<file path="config.mk">
export PLATFORM = sky130hd
export DESIGN_NAME = qr_feed_scheduler
export DESIGN_NICKNAME = d
export VERILOG_FILES = /design/src/rtl/qr_feed_scheduler.sv
export SDC_FILE = /design/constraint.sdc
export NUM_CORES = 1
export LEC_CHECK = 0
export ABC_AREA = 1
export CAP_MARGIN = 20
export CORE_MARGIN = 2
export CORE_UTILIZATION = 35
export DETAILED_ROUTE_END_ITERATION = 6
export GPL_ROUTABILITY_DRIVEN = 0
export PLACE_DENSITY_LB_ADDON = 0.2
export SLEW_MARGIN = 10
export SYNTH_ARGS = -nofsm -noshare
export SYNTH_HDL_FRONTEND = slang
export SYNTH_SLANG_ARGS = --single-unit
</file>
<file path="constraint.sdc">
create_clock -name Clk -period 2.4 [get_ports Clk]
set_input_delay 0.24 -clock Clk [delete_from_list [all_inputs] [get_ports Clk]]
set_output_delay 0.24 -clock Clk [all_outputs]
set_load 0.02 [all_outputs]
</file>
<file path="src/rtl/qr_feed_scheduler.sv">
// qr_feed_scheduler: skews 4-column rows into the systolic QR array, inserts inter-matrix bubbles
// and throttles matrices by in-flight credits. Define QR_SCHED_STATS_EN for the statistics outputs.
`default_nettype none

module qr_feed_scheduler #(
    parameter int CORDIC_PIPE_STAGE = 8,
    parameter int DATA_W            = 20,
    parameter int ROWS              = 4,
    parameter int GAP_CYCLES        = 1,
    parameter int MAX_INFLIGHT      = 4
) (
    input  logic                     Clk,
    input  logic                     Reset,
    input  logic                     s_valid,
    output logic                     s_ready,
    input  logic signed [DATA_W-1:0] s_data1,
    input  logic signed [DATA_W-1:0] s_data2,
    input  logic signed [DATA_W-1:0] s_data3,
    input  logic signed [DATA_W-1:0] s_data4,
    output logic                     ArrInValid,
    output logic signed [DATA_W-1:0] ArrInData1,
    output logic signed [DATA_W-1:0] ArrInData2,
    output logic signed [DATA_W-1:0] ArrInData3,
    output logic signed [DATA_W-1:0] ArrInData4,
    input  logic                     ArrOutValid,
    output logic                     busy,
    output logic                     err
`ifdef QR_SCHED_STATS_EN
    ,
    output logic [15:0]              stat_issued,
    output logic [15:0]              stat_done,
    output logic [15:0]              stat_stall
`endif
);

    localparam int ROW_W = $clog2(ROWS) + 1;
    localparam int GAP_W = $clog2(GAP_CYCLES) + 1;
    localparam int INF_W = $clog2(MAX_INFLIGHT) + 1;
    localparam int P     = CORDIC_PIPE_STAGE;

    localparam logic [ROW_W-1:0] LAST_ROW = ROW_W'(ROWS - 1);
    localparam logic [ROW_W-1:0] ROW_ONE  = ROW_W'(1);
    localparam logic [GAP_W-1:0] GAP_LOAD = GAP_W'(GAP_CYCLES);
    localparam logic [GAP_W-1:0] GAP_ONE  = GAP_W'(1);
    localparam logic [INF_W-1:0] INF_MAX  = INF_W'(MAX_INFLIGHT);
    localparam logic [INF_W-1:0] INF_ONE  = INF_W'(1);

    typedef enum logic [1:0] {
        IDLE = 2'd0,
        FEED = 2'd1,
        GAP  = 2'd2
    } state_t;

    state_t             state, state_nxt;
    logic [ROW_W-1:0]   row_cnt, row_nxt;
    logic [GAP_W-1:0]   gap_cnt, gap_nxt;
    logic [INF_W-1:0]   inflight;
    logic               accept;
    logic               first_acc;
    logic               credit_ret;
    logic               stray_done;
    logic               underrun;
    logic               last_row;

    logic signed [DATA_W-1:0] col_in  [4];
    logic signed [DATA_W-1:0] col_out [4];

    // Ready is held low during reset even though the registers already read IDLE.
    assign s_ready    = Reset && ((state == FEED) || ((state == IDLE) && (inflight < INF_MAX)));
    assign accept     = s_valid && s_ready;
    assign first_acc  = accept && (state == IDLE);
    assign credit_ret = ArrOutValid && (inflight != '0);
    assign stray_done = ArrOutValid && (inflight == '0);
    assign busy       = (state != IDLE) || (inflight != '0);

    always_ff @(posedge Clk or negedge Reset) begin
        if (!Reset) begin
            state   <= IDLE;
            row_cnt <= '0;
            gap_cnt <= '0;
        end else begin
            state   <= state_nxt;
            row_cnt <= row_nxt;
            gap_cnt <= gap_nxt;
        end
    end

    always_comb begin
        state_nxt = state;
        row_nxt   = row_cnt;
        gap_nxt   = gap_cnt;
        underrun  = 1'b0;
        last_row  = 1'b0;
        unique case (state)
            IDLE: begin
                if (accept) begin
                    row_nxt = ROW_ONE;
                    if (ROWS == 1) last_row  = 1'b1;
                    else           state_nxt = FEED;
                end
            end
            FEED: begin
                if (accept) begin
                    row_nxt = row_cnt + ROW_ONE;
                    if (row_cnt == LAST_ROW) last_row = 1'b1;
                end else begin
                    underrun = 1'b1;
                end
            end
            GAP: begin
                gap_nxt = gap_cnt - GAP_ONE;
                if (gap_cnt <= GAP_ONE) state_nxt = IDLE;
            end
            default: state_nxt = IDLE;
        endcase
        if (last_row) begin
            if (GAP_CYCLES == 0) begin
                state_nxt = IDLE;
            end else begin
                state_nxt = GAP;
                gap_nxt   = GAP_LOAD;
            end
        end
    end

    // First-row accept cannot happen at the limit, so inflight never overshoots.
    always_ff @(posedge Clk or negedge Reset) begin
        if (!Reset) begin
            inflight <= '0;
            err      <= 1'b0;
        end else begin
            if (first_acc && !credit_ret)      inflight <= inflight + INF_ONE;
            else if (!first_acc && credit_ret) inflight <= inflight - INF_ONE;
            if (underrun || stray_done)        err <= 1'b1;
        end
    end

    assign col_in[0] = s_data1;
    assign col_in[1] = s_data2;
    assign col_in[2] = s_data3;
    assign col_in[3] = s_data4;

    for (genvar c = 0; c < 4; c++) begin : g_col
        localparam int DEPTH = (c == 0) ? 1 : (c == 1) ? 2 : (c == 2) ? 3 + P : 4 + 2 * P;
        logic signed [DATA_W-1:0] line [DEPTH];

        always_ff @(posedge Clk or negedge Reset) begin
            if (!Reset) begin
                for (int i = 0; i < DEPTH; i++) line[i] <= '0;
            end else begin
                line[0] <= accept ? col_in[c] : '0;
                for (int i = 1; i < DEPTH; i++) line[i] <= line[i-1];
            end
        end

        assign col_out[c] = line[DEPTH-1];
    end

    always_ff @(posedge Clk or negedge Reset) begin
        if (!Reset) ArrInValid <= 1'b0;
        else        ArrInValid <= accept;
    end

    assign ArrInData1 = col_out[0];
    assign ArrInData2 = col_out[1];
    assign ArrInData3 = col_out[2];
    assign ArrInData4 = col_out[3];

`ifdef QR_SCHED_STATS_EN
    always_ff @(posedge Clk or negedge Reset) begin
        if (!Reset) begin
            stat_issued <= '0;
            stat_done   <= '0;
            stat_stall  <= '0;
        end else begin
            if (first_acc)            stat_issued <= stat_issued + 16'd1;
            if (ArrOutValid)          stat_done   <= stat_done + 16'd1;
            if (s_valid && !s_ready)  stat_stall  <= stat_stall + 16'd1;
        end
    end
`endif

endmodule

`default_nettype wire

</file>
Yosys cells after proc, flatten, opt, wreduce, memory -nomap -nowiden --
Cells that the tools add are included.
Storage, ports and cells: memories 0, ROM bits 0, bits in writable memories 0, output and inout port bits 84, input bits 84, latch bits 0, register bits after elaboration 691
Operators by class: reductions and logical operators 22, $add $sub $neg 4, $mul 0, equality and inequality tests 8, bitwise gates (word level) 0, $lt $le $gt $ge 2, div/mod/pow operators 0, multiplexer cells 20, shift operators 0
Operators with widths (number):
- $mux W20 | 4
- $mux W3 | 4
- $logic_and A1 B1 Y1 | 8
- $reduce_bool A2 Y1 | 4
- $mux W1 | 7
- $add A3 B1 Y3 const B | 2
- $mux W2 | 3
- $ne A2 B2 Y1 const B | 3
- $ne A3 B3 Y1 const B | 2
- $pmux W2 S3 | 1
- $pmux W3 S2 | 1
- $reduce_and A3 Y1 | 2
- $eq A3 B2 Y1 const B | 1
- $logic_not A3 Y1 | 1
- $logic_or A1 B1 Y1 | 3
- $lt A3 B3 Y1 const B | 1
- $reduce_bool A3 Y1 | 1
- $sub A3 B1 Y3 const B | 1
- $eq A2 B1 Y1 const B | 1
- $eq A2 B2 Y1 const B | 1
- $logic_not A1 Y1 | 2
- $logic_not A2 Y1 | 1
- $le A1 B1 Y1 const B | 1
- $sub A1 B1 Y1 const B | 1

Longest topological paths before layout --
depth in word-level cells 10, gate-level depth with buffers 15, depth with buffers taken out 14

Worst setup path before layout --
No wires, ideal clock.
kind register to register, start point register state[1], end point register inflight[2], buffers on the path 1, setup time 0.117 ns, stages on the path, launching flop included 14, data arrival time 1.699 ns, required time 2.283 ns, setup slack 0.585 ns, path through dfrtp_1 > nor2_4 > nand3_2 > buf_6 > inv_2 > nand2_1 > inv_1 > ha_1 > inv_1 > fa_1 > nand2_1 > nand3_1 > nand2_1 > nand2_1
Between the ends: cells in the longest elaborated chain, start to end 9, elaborated cells on any way between the ends 12
RTL lines:
- from (decl) | line 54 | state_t state, state_nxt;
- from (signal assigned) | line 82 | state <= state_nxt;
- $logic_not A2 Y1 | line 69 | assign s_ready = Reset && ((state == FEED) || ((state == IDLE) && (inflight < INF_MAX)));
- $logic_and A1 B1 Y1 | line 69
- $logic_or A1 B1 Y1 (*) | line 69
- $logic_and A1 B1 Y1 (*) | line 69
- $logic_and A1 B1 Y1 (*) | line 70 | assign accept = s_valid && s_ready;
- net accept | line 58 | logic accept;
- $logic_and A1 B1 Y1 (*) | line 71 | assign first_acc = accept && (state == IDLE);
- $logic_not A1 Y1 | line 133 | else if (!first_acc && credit_ret) inflight <= inflight - INF_ONE;
- $logic_and A1 B1 Y1 | line 133
- $reduce_bool A2 Y1 (no line)
- to (signal assigned) | line 132 | if (first_acc && !credit_ret) inflight <= inflight + INF_ONE;
- to (signal assigned) | line 133
- to (decl) | line 57 | logic [INF_W-1:0] inflight;
The timed path passes the listed nets; every way through them passes the cells marked *. A chain may end at the register's enable or synchronous reset.

Worst setup path in the final report --
start point register inflight[0], end point output port busy
Between the ends: cells in the longest elaborated chain, start to end 2
RTL lines:
- $reduce_bool A3 Y1 | line 74 | assign busy = (state != IDLE) || (inflight != '0);
- $logic_or A1 B1 Y1 | line 74
- to (decl) | line 26 | output logic busy,
Every way passes these cells.

==> flow_metrics.py <==
metrics = {
    "setup_path": {
        "critPathMaxFanout": 4,
        "rr_startpoint": "state[0]",
        "crit_chain": "nor3_1 > nand3_1 > clkdlybuf4s50_1",
        "cp.required_ns": 2.16,
        "crit_type": "register to primary output",
        "r2r_setup_slack_ns": 0.35,
        "cp-start-kind": "register",
        "worstPathArrival_ns": 1.95,
        "rr_endpoint": "inflight[2]",
        "slowest_stage": "clkdlybuf4s50_1",
        "endpoint_kind": "primary output",
        "rr_worst_depth": 13,
        "critical-path-max-stage-delay_ns": 0.57,
    },
    "die": {
        "die_y_um": 236,
        "ios": 168,
        "initial_utilization": 0.352,
        "dieArea_sq_um": 55700,
        "fp-row-count": 85,
        "dieWidth_um": 236,
        "core_sq_um": 53500,
    },
    "synth": {
        "synth_area_leaders": "dfrtp_1 92%, buf_4 2.4%, nor2_2 2.0%",
        "ys_types": 24,
        "ys_seq_area_frac": 0.916,
        "synth_top_area_share": 0.916,
        "synth-seq-cells": 690,
        "yosysWarningCount": 0,
        "avgSynthCellArea_sq_um": 19.5,
        "synth_area_sq_um": 18900,
        "synthCells": 968,
        "synth_nets": 1056,
        "synth_top_area_cell": "dfrtp_1",
    },
    "cts": {
        "clk_latency_ns": 0.58,
        "cts_sinks": 690,
        "cts_tree": "built",
        "clk_pin_slew_worst_paths_ns": 0.06,
        "cts_buffer_depth": 3,
        "htree_levels": 3,
        "cts_buffers": 69,
        "root_buffer": "clkbuf_16",
    },
    "timing": {
        "maxClockFrequency_mhz": 456,
        "finalSetupViolations": 0,
        "tightest_slew_ns": 0.915,
        "max-slew-margin-rel": 0.390,
        "fin_crit_ns": 2.19,
        "clock_skew_ns": 0.0136,
        "rsz0062_at_grt": "false",
        "slew_viol_final": 0,
        "timing.final.crit_share": 0.914,
        "fin_tns_setup_ns": 0,
        "hold_violations": 0,
    },
    "power_and_ir_drop": {
        "p_per_area_nw_per_um2": 1050,
        "vdd_drop_max_mv": 0.553,
        "leakage_nw": 11.8,
        "finalPower_w": 0.0245,
    },
    "layout": {
        "synthToLayoutAreaGrowth_pct": 23.2,
        "fillers": 4674,
        "drive_above_1_share": 0.150,
        "nets": 1235,
    },
    "global_route": {
        "grt_antenna_before_repair": 2,
        "grt_pass1_vias": 7738,
        "grt_max_degree": 175,
        "grt_pass1_wl_um": 39000,
        "track_usage": 0.0875,
        "grt_overflow_total": 0,
    },
    "drt": {
        "vias_per_cell": 3.71,
        "drc": 0,
        "vias": 7035,
        "wl_per_cell_um": 11.8,
        "drt_iter0_markers": 403,
        "wl_um": 22400,
        "postRouteAntennaNets": 0,
        "firstDrtPassIters": 6,
    },
    "flow_run": {
        "maxCapViolCount": 0,
    },
    "place": {
        "dp_hpwl_um": 11900,
        "portBuffers": 167,
    },
    "status": {
        "run_status": "completed",
    },
    "worst_hold_path": {
        "holdCritStartpoint": "s_data1[9]",
        "hold_depth": 3,
        "hp-class": "input port to register",
        "hold_end": "ArrInData1[9]",
    },
}
through the flow:
step / instances / hold WS (ns) / utilization / setup WS (ns) / area (sq um)
floorplan: 968 / -0.0556 / - / 0.585 / 18900
global placement: 1771 / 0.331 / 0.392 / 0.295 / 21000
detailed placement: 1771 / 0.329 / 0.392 / 0.149 / 21000
CTS: 1893 / 0.122 / 0.434 / 0.132 / 23200
global route: 1895 / 0.141 / 0.434 / 0.0471 / 23200
finish: 1895 / 0.174 / 0.434 / 0.207 / 23200
critical path, delay by kind of cell, from the launching register on:
family,cells,cell delay (ns)
buffers and inverters,1,0.57
AND/OR/NAND/NOR,2,0.36
flip-flops,1,0.44
area by class of cell:
class	instances	area, sq um	area share
antenna	2	5.00	0.000215
clock buffer	96	1950	0.0839
clock inverter	25	294	0.0127
inverter	93	349	0.0150
multi-input combinational	116	684	0.0295
sequential	690	17300	0.743
tap	696	871	0.0375
timing repair buffer	177	1820	0.0782
flip-flops by register name, indices dropped and copies added (netlist names):
name        flops
inflight        3
ArrInValid      1
ArrInData4     20
g_col.line    600
err             1
ArrInData1     20
row_cnt         3
ArrInData3     20
ArrInData2     20
state           2
worst max path at each step:
stage                     start           to  slack (ns)  cells after the start
global route        inflight[0]         busy        0.05                      3
finish              inflight[0]         busy        0.21                      3
global placement        s_valid  inflight[2]        0.29                     12
CTS                 inflight[0]         busy        0.13                      3
detailed placement      s_valid  inflight[2]        0.15                     12
floorplan              state[1]  inflight[2]        0.58                     13
metal layers:
layer | global-route usage | wire (um) | vias up
met5 | 0 | 0 | -
met4 | 0.0612 | 1080 | 0
met3 | 0.0350 | 1800 | 77
met2 | 0.125 | 10300 | 200
met1 | 0.109 | 9220 | 3555
li1 | - | - | 3203
cell usage after synthesis:
cell,instances
a21o_1,1
a31oi_1,1
buf_2,2
buf_4,60
buf_6,1
buf_8,6
dfrtp_1,690
fa_1,1
ha_1,3
inv_1,90
inv_2,3
nand2_1,15
nand3_1,2
nand3_2,1
nand3b_1,1
nand4_1,2
nor2_1,21
nor2_2,60
nor2_4,1
nor3_1,1
o21a_1,1
o21ai_0,3
o31ai_1,1
xnor2_1,1
where the power goes:
group | total (W) | internal [W] | switching (W) | leakage, nW
registers | 0.0129 | 0.0126 | 0.000278 | 9.32
logic | 0.00122 | 0.000488 | 0.000734 | 1.44
clock network | 0.0104 | 0.00616 | 0.00422 | 1.08
total | 0.0245 | 0.0193 | 0.00523 | 11.8
cell families after synthesis:
group                    count (synthesis)  synth area share
adder cells (fa/ha/maj)                  4           0.00305
buffers and inverters                  162            0.0483
AO/OA/AOI/OAI                            7           0.00232
XOR/XNOR                                 1          0.000465
flip-flops                             690             0.916
AND/OR/NAND/NOR                        104            0.0301
layout by cell type (no fill, tap or decap), drive strengths merged:
cell / instances
o31ai: 1
dlygate4sd3: 1
clkinvlp: 7
clkbuf: 96
dfrtp: 690
nand2: 15
diode: 2
inv: 99
ha: 3
nor3: 1
xnor2: 1
nand3b: 1
a31oi: 1
nand4: 2
clkinv: 8
bufinv: 4
buf: 10
a21o: 1
nand3: 3
fa: 1
nor2: 82
o21a: 1
clkdlybuf4s50: 166
o21ai: 3
repair_timing:
item                      in CTS  in global routing
gates resized for setup        0                  0
hold endpoints to repair     195                  0
buffers inserted               0                  0
hold buffers                   1                  0
Note: power is estimated with default switching activity, not from simulation.
